==> src/rtl/if_fetch.sv <==
// Instruction fetch stage: owns the PC, one outstanding imem request, 2-entry prefetch FIFO
// and the IF/ID output register. Optional macro IF_BYPASS_EN writes responses straight to the output.
module if_fetch #(
  parameter logic [31:0] RESET_PC = 32'h0000_0000
) (
  input  logic        clk,
  input  logic        rst,
  input  logic        stall_i,
  input  logic        redirect_i,
  input  logic [31:0] redirect_pc_i,
  output logic        imem_req_o,
  output logic [31:0] imem_addr_o,
  input  logic        imem_ack_i,
  input  logic [31:0] imem_rdata_i,
  output logic [31:0] pc_o,
  output logic [31:0] inst_o,
  output logic        valid_o
);

  localparam logic [31:0] ZERO_WORD  = 32'h0000_0000;
  localparam logic [31:0] ALIGN_MASK = 32'hFFFF_FFFC;

  typedef enum logic {IDLE, WAIT} state_t;

  state_t      state;
  logic [31:0] fetch_pc;
  logic [31:0] addr_q;
  logic        drop_q;

  logic [1:0]  count;
  logic [31:0] head_pc, head_inst;
  logic [31:0] tail_pc, tail_inst;

  logic ack_take, accept, out_ready, pop, push, bypass;

  // Request/address depend only on state, count and rst so ack can never loop back into them.
  assign imem_req_o  = !rst && (state == WAIT || count != 2'd2);
  assign imem_addr_o = (state == WAIT) ? addr_q : fetch_pc;

  assign ack_take  = imem_req_o && imem_ack_i;
  assign accept    = ack_take && !drop_q && !redirect_i;
  assign out_ready = !redirect_i && !stall_i;
  assign pop       = out_ready && count != 2'd0;

`ifdef IF_BYPASS_EN
  assign bypass = out_ready && count == 2'd0 && accept;
`else
  assign bypass = 1'b0;
`endif

  assign push = accept && !bypass;

  // Fetch FSM: a request is never withdrawn once issued; a redirect mid-request marks the
  // response for dropping instead.
  always_ff @(posedge clk) begin
    if (rst) begin
      state    <= IDLE;
      fetch_pc <= RESET_PC;
      addr_q   <= RESET_PC;
      drop_q   <= 1'b0;
    end else begin
      if (accept)
        fetch_pc <= imem_addr_o + 32'd4;
      if (redirect_i)
        fetch_pc <= redirect_pc_i & ALIGN_MASK;
      case (state)
        IDLE: begin
          if (imem_req_o && !imem_ack_i) begin
            addr_q <= fetch_pc;
            drop_q <= redirect_i;
            state  <= WAIT;
          end
        end
        WAIT: begin
          if (imem_ack_i) begin
            drop_q <= 1'b0;
            state  <= IDLE;
          end else if (redirect_i) begin
            drop_q <= 1'b1;
          end
        end
        default: state <= IDLE;
      endcase
    end
  end

  // Prefetch FIFO (head = oldest) and IF/ID output register.
  always_ff @(posedge clk) begin
    if (rst) begin
      count   <= 2'd0;
      pc_o    <= RESET_PC;
      inst_o  <= ZERO_WORD;
      valid_o <= 1'b0;
    end else if (redirect_i) begin
      count   <= 2'd0;
      inst_o  <= ZERO_WORD;
      valid_o <= 1'b0;
    end else begin
      if (!stall_i) begin
        if (count != 2'd0) begin
          pc_o    <= head_pc;
          inst_o  <= head_inst;
          valid_o <= 1'b1;
        end else if (bypass) begin
          pc_o    <= imem_addr_o;
          inst_o  <= imem_rdata_i;
          valid_o <= 1'b1;
        end else begin
          inst_o  <= ZERO_WORD;
          valid_o <= 1'b0;
        end
      end
      case ({push, pop})
        2'b10: begin
          if (count == 2'd0) begin
            head_pc   <= imem_addr_o;
            head_inst <= imem_rdata_i;
          end else begin
            tail_pc   <= imem_addr_o;
            tail_inst <= imem_rdata_i;
          end
          count <= count + 2'd1;
        end
        2'b01: begin
          head_pc   <= tail_pc;
          head_inst <= tail_inst;
          count     <= count - 2'd1;
        end
        2'b11: begin
          if (count == 2'd1) begin
            head_pc   <= imem_addr_o;
            head_inst <= imem_rdata_i;
          end else begin
            head_pc   <= tail_pc;
            head_inst <= tail_inst;
            tail_pc   <= imem_addr_o;
            tail_inst <= imem_rdata_i;
          end
        end
        default: ;
      endcase
    end
  end

endmodule

==> config.mk <==
export PLATFORM = sky130hd
export DESIGN_NAME = if_fetch
export DESIGN_NICKNAME = d
export VERILOG_FILES = /design/src/rtl/if_fetch.sv
export SDC_FILE = /design/constraint.sdc
export NUM_CORES = 1
export LEC_CHECK = 0
export ABC_CLOCK_PERIOD_IN_PS = 15100
export CAP_MARGIN = 5
export CORE_AREA = 5 5 166 232
export CTS_BUF_LIST = sky130_fd_sc_hd__clkbuf_4 sky130_fd_sc_hd__clkbuf_8
export DETAILED_ROUTE_END_ITERATION = 7
export DIE_AREA = 0 0 171 237
export PLACE_DENSITY = 0.54
export SLEW_MARGIN = 20
export SYNTH_ARGS = -nofsm -noshare
export SYNTH_HDL_FRONTEND = slang
export SYNTH_SLANG_ARGS = --single-unit
==> constraint.sdc <==
create_clock -name clk -period 15.1 [get_ports clk]
set_input_delay 3.02 -clock clk [delete_from_list [all_inputs] [get_ports clk]]
set_output_delay 3.02 -clock clk [all_outputs]
set_load 0.02 [all_outputs]
==> results.md <==
- The number of resized instances in the post-cts repair step is 0.
- The clock root buffer is clkbuf_8.
- At the placement stage, the worst setup path has a slack of 7670 ps.
- The cell-internal power is 0.00116 W.
- The clock-pin transition on the worst setup and hold timing paths is 60 ps.
- The estimated wirelength of the detail-placed design is 19,700 µm.
- Across the VDD grid, the largest voltage drop is 0.0000548 V.
- The most frequently used flop master after synthesis is dfxtp_1.
- Hold timing on the final database bottoms out at a slack of 454 ps.
- The count of state elements after synthesis is 261.
- In the finished design, the share of the clock period the worst path needs comes to 49.0%.
- For this configuration, the core starts out at a cell density of 29.5%.
- Between clock sinks in the finished design, the worst skew comes to 41.0 ps.
- The share of synthesized registers carrying an async set or reset is 0%.
- Net switching is 24.0% of the power.
- After detailed placement, the total cell area comes to 12,800 µm².
- Sorting the synthesized cells by area gives the leading types as edfxtp_1 36%, dfxtp_1 25%, nand2_1 6.4%, a21oi_1 4.5%, a22o_1 3.7%.
- The via density per instance is 4.86.
- The run finished with clean final reports.
- The die is 171 µm wide.
- STA puts the critical path data required time at 12,080 ps.
- Yosys mapped a number of flops with a built-in enable equal to 128.
- The layout overhead on the synthesized area is 27.7%.
- Entering global routing, the biggest net connects 59 pins.
- For this design the ratio of total power to cell area is 112 nW/µm².
- The total routing resource utilization after global routing is 14.0%.
- TritonCTS built the clock tree.
- The total number of nets in the final design is 1,233.
- Across the run, the number of max-cap violations was 0.
- The number of instances in the synthesized netlist is 1,001.
- The share of the yosys chip area belonging to registers is 60.8%.
- The routed length per placed instance is 17.5 µm.
- The fraction of final layout cells with drive strength greater than 1 is 11.0%.
- Yosys mapped the design onto 67 distinct sky130hd cell types.
- Of all cell types, the one taking the most synthesized area is edfxtp_1.
- The final layout contains routed wiring with a total length of 29,100 µm.
- The worst hold path class is flip-flop to flip-flop.
- Post-CTS timing repair inserted 0 buffers for setup.
- The count of final setup violators is 0.
- Counting the buffers created by CTS gives 43.
- The worst setup path is of the primary input to output pin kind.
- The count of nets left with antenna violations once routing finished came out at 0.
- The largest individual stage delay along the critical path comes from the cell buf_2.
- The static leakage is 4.69 nW.
- For this design the total switching power over the nets is 0.000366 W.
- The detailed router's first-iteration violation count is 457.
- The count of final hold-check violations was 0.
- The clock insertion delay at the later pin of the skew report is 580 ps.
- Sequential cells account for 50.3% of the total power.
- The region available for standard cell placement spans 36,200 µm².
- The port buffer count is 164.
- Summing all non-filler instances in the final layout gives an area of 13,700 µm².
- For this run, the slowest stage of the critical path takes 620 ps.
- Traced cell by cell, the critical path runs through buf_2, nor2_1, clkdlybuf4s50_1.
- The die footprint is 40,500 µm².
- The synthesized area is 10,700 µm².
- In this run, the clock network consumes 41.6% of the power.
- The average instance in the mapped netlist occupies 10.7 µm².
- The number of nets produced by synthesis is 1,078.
- The number of max-slew violations in the final report is 0.
- The total negative slack is 0 ps.
- The via count of the routed design is 8,069.
- At the pin with the least slew margin, the transition time is 1050 ps.
- The number of placed instances, taps included, is 1,578.
- The clock net sink count is 261.
- The combinational power share is 8.2%.
- The critical path data arrival time is 4380 ps.
- The number of antenna violations at the first check in global routing is 1.
- The first global-routing pass estimated 45,500 µm of wire.
- The longest clock path from root to sink contains 3 buffers.
- STA classifies the critical path startpoint as a primary input.
- The count of non-filler cells in the finished layout is 1,659.
- Measured against its own limit, the worst slew margin works out to 29.9%.
- The length of the first detailed-routing pass in iterations is 6.
- The kind of cell adding the most delay to the critical path is buffers and inverters.
- The total overflow reported by the global router is 0.
- In the routed design, unresolved DRC markers number 0.
- The via count of the first global-routing pass is 8,024.
- Counting I/O delays and the setup requirement, the final critical path takes 7400 ps.
- Buffers inserted to repair hold after CTS numbered 0.
- STA classifies the critical path endpoint as an output pin.
- After layout, the worst setup slack is 7700 ps.
- In this run the worst path has a maximum fanout of 41.
- The proportion of netlist area held by the largest area contributor is 35.9%.
- In this run the number of H-tree levels came out at 2.
- The number of cell rows is 83.
- Together, buffers and inverters on the worst path number 2.
- The final estimated routing congestion in global placement is 0.767.
- Setup repair after global routing left no endpoint under its margin.
- 167 I/O pins were placed.
- The die is 237 µm tall.
- For this run, the number of Yosys warnings is 0.
- The peak clock frequency supported by timing is 0.135 GHz.
-- Yosys cell counts (3+ instances only) --
master / instances
a22oi_1: 32
nand2b_1: 3
o21ai_0: 25
a31o_2: 6
clkbuf_1: 54
nand4_1: 10
buf_1: 3
xnor2_1: 7
a211oi_1: 4
a22o_1: 45
a21oi_1: 96
and3_1: 11
mux2i_1: 16
nor2_1: 54
o31ai_1: 5
inv_1: 28
mux2_2: 12
ha_1: 8
nor3_1: 14
nand3b_1: 4
o32ai_1: 6
edfxtp_1: 128
o22ai_1: 7
nand3_1: 25
dfxtp_1: 133
or3_1: 5
and2_1: 3
and4_1: 4
mux2i_2: 3
a31oi_1: 9
nand2_1: 183
buf_2: 9
-- worst paths after layout --
path	end	start	cells after the start	slack, ps
worst min-delay path	pc_o[6]$_SDFFE_PP0P_	pc_o[6]$_SDFFE_PP0P_	2	450
worst max register to register	head_pc[26]$_DFFE_PP_	state$_SDFF_PP0_	9	10870
worst min register to register	pc_o[6]$_SDFFE_PP0P_	pc_o[6]$_SDFFE_PP0P_	2	450
worst max-delay path	imem_req_o	rst	3	7700
-- registers in the layout, summed over array words and instances (netlist names) --
register	count
count	2
inst_o	32
addr_q	32
state	1
drop_q	1
head_pc	32
pc_o	32
fetch_pc	32
tail_pc	32
valid_o	1
tail_inst	32
head_inst	32
-- through the flow --
step	power, W	utilization, %
3_3_place_gp	0.000905	35.2
3_5_place_dp	0.000906	35.2
6_report	0.00152	37.7
4_1_cts	0.00155	37.7
2_1_floorplan	0.000849	-
5_1_grt	0.00160	37.7
-- power groups by stage --
stage                     Clock (W)  Combinational, W  Sequential [W]
after floorplan                   0         0.0000689        0.000780
after global placement            0          0.000125        0.000780
after detailed placement          0          0.000126        0.000781
after CTS                  0.000659          0.000126        0.000765
after global routing       0.000693          0.000136        0.000767
final                      0.000633          0.000125        0.000766
-- worst min-delay path: stages, from the launching register on --
cell and delay [ps]:
dfxtp_1 310, nand2_1 50, a21oi_1 50
-- cells in the final DEF, fill, tap and decap left out, types with 4 or more instances in the layout --
master / instances
o22ai_1: 7
mux2_2: 12
a22oi_1: 32
nand2_1: 182
clkdlybuf4s50_1: 163
a31oi_1: 9
edfxtp_1: 128
clkbuf_4: 18
o21ai_0: 25
a211oi_1: 4
clkbuf_8: 46
clkinv_1: 6
clkinv_2: 5
o31ai_1: 5
nand3_1: 25
dfxtp_1: 132
and3_1: 11
o32ai_1: 6
inv_1: 28
a21oi_1: 95
or3_1: 5
a22o_1: 45
nand4_1: 10
mux2i_1: 16
buf_4: 17
nor3_1: 13
and4_1: 4
a31o_2: 6
ha_1: 8
nand3b_1: 4
xnor2_1: 7
nor2_1: 52
-- cell families (layout without fill, tap and decap cells) --
family          count (synthesis)  after routing  synth area share (%)
compound gates                260            260                  16.4
simple gates                  332            332                  14.1
buf+inv                       100            290                  3.93
flops                         261            261                  60.8
mux                            31             31                  3.15
fa+ha+maj                       8              8                 0.936
other cells                     0              1                     0
xor+xnor                        9              9                 0.737
-- area by class of cell --
| type | count | area (µm²) |
|---|---|---|
| diodes | 1 | 2.50 |
| clock buffers | 64 | 768 |
| clock inverters | 16 | 121 |
| fillers | 3582 | 22600 |
| inverters | 29 | 109 |
| multi-input cells | 640 | 3800 |
| flip-flops and latches | 261 | 6510 |
| well taps | 467 | 584 |
| repair buffers | 181 | 1760 |
-- metal layers --
layer  share of wire [%]  up-vias  GRT usage, %
met3                 5.6       54          2.84
met2                  49      229          24.0
met5                   0        -             0
met4                 2.9        0          5.02
met1                  42     3827          17.5
li1                    -     3959             -
No activity file was read; power rests on OpenSTA's default activity.
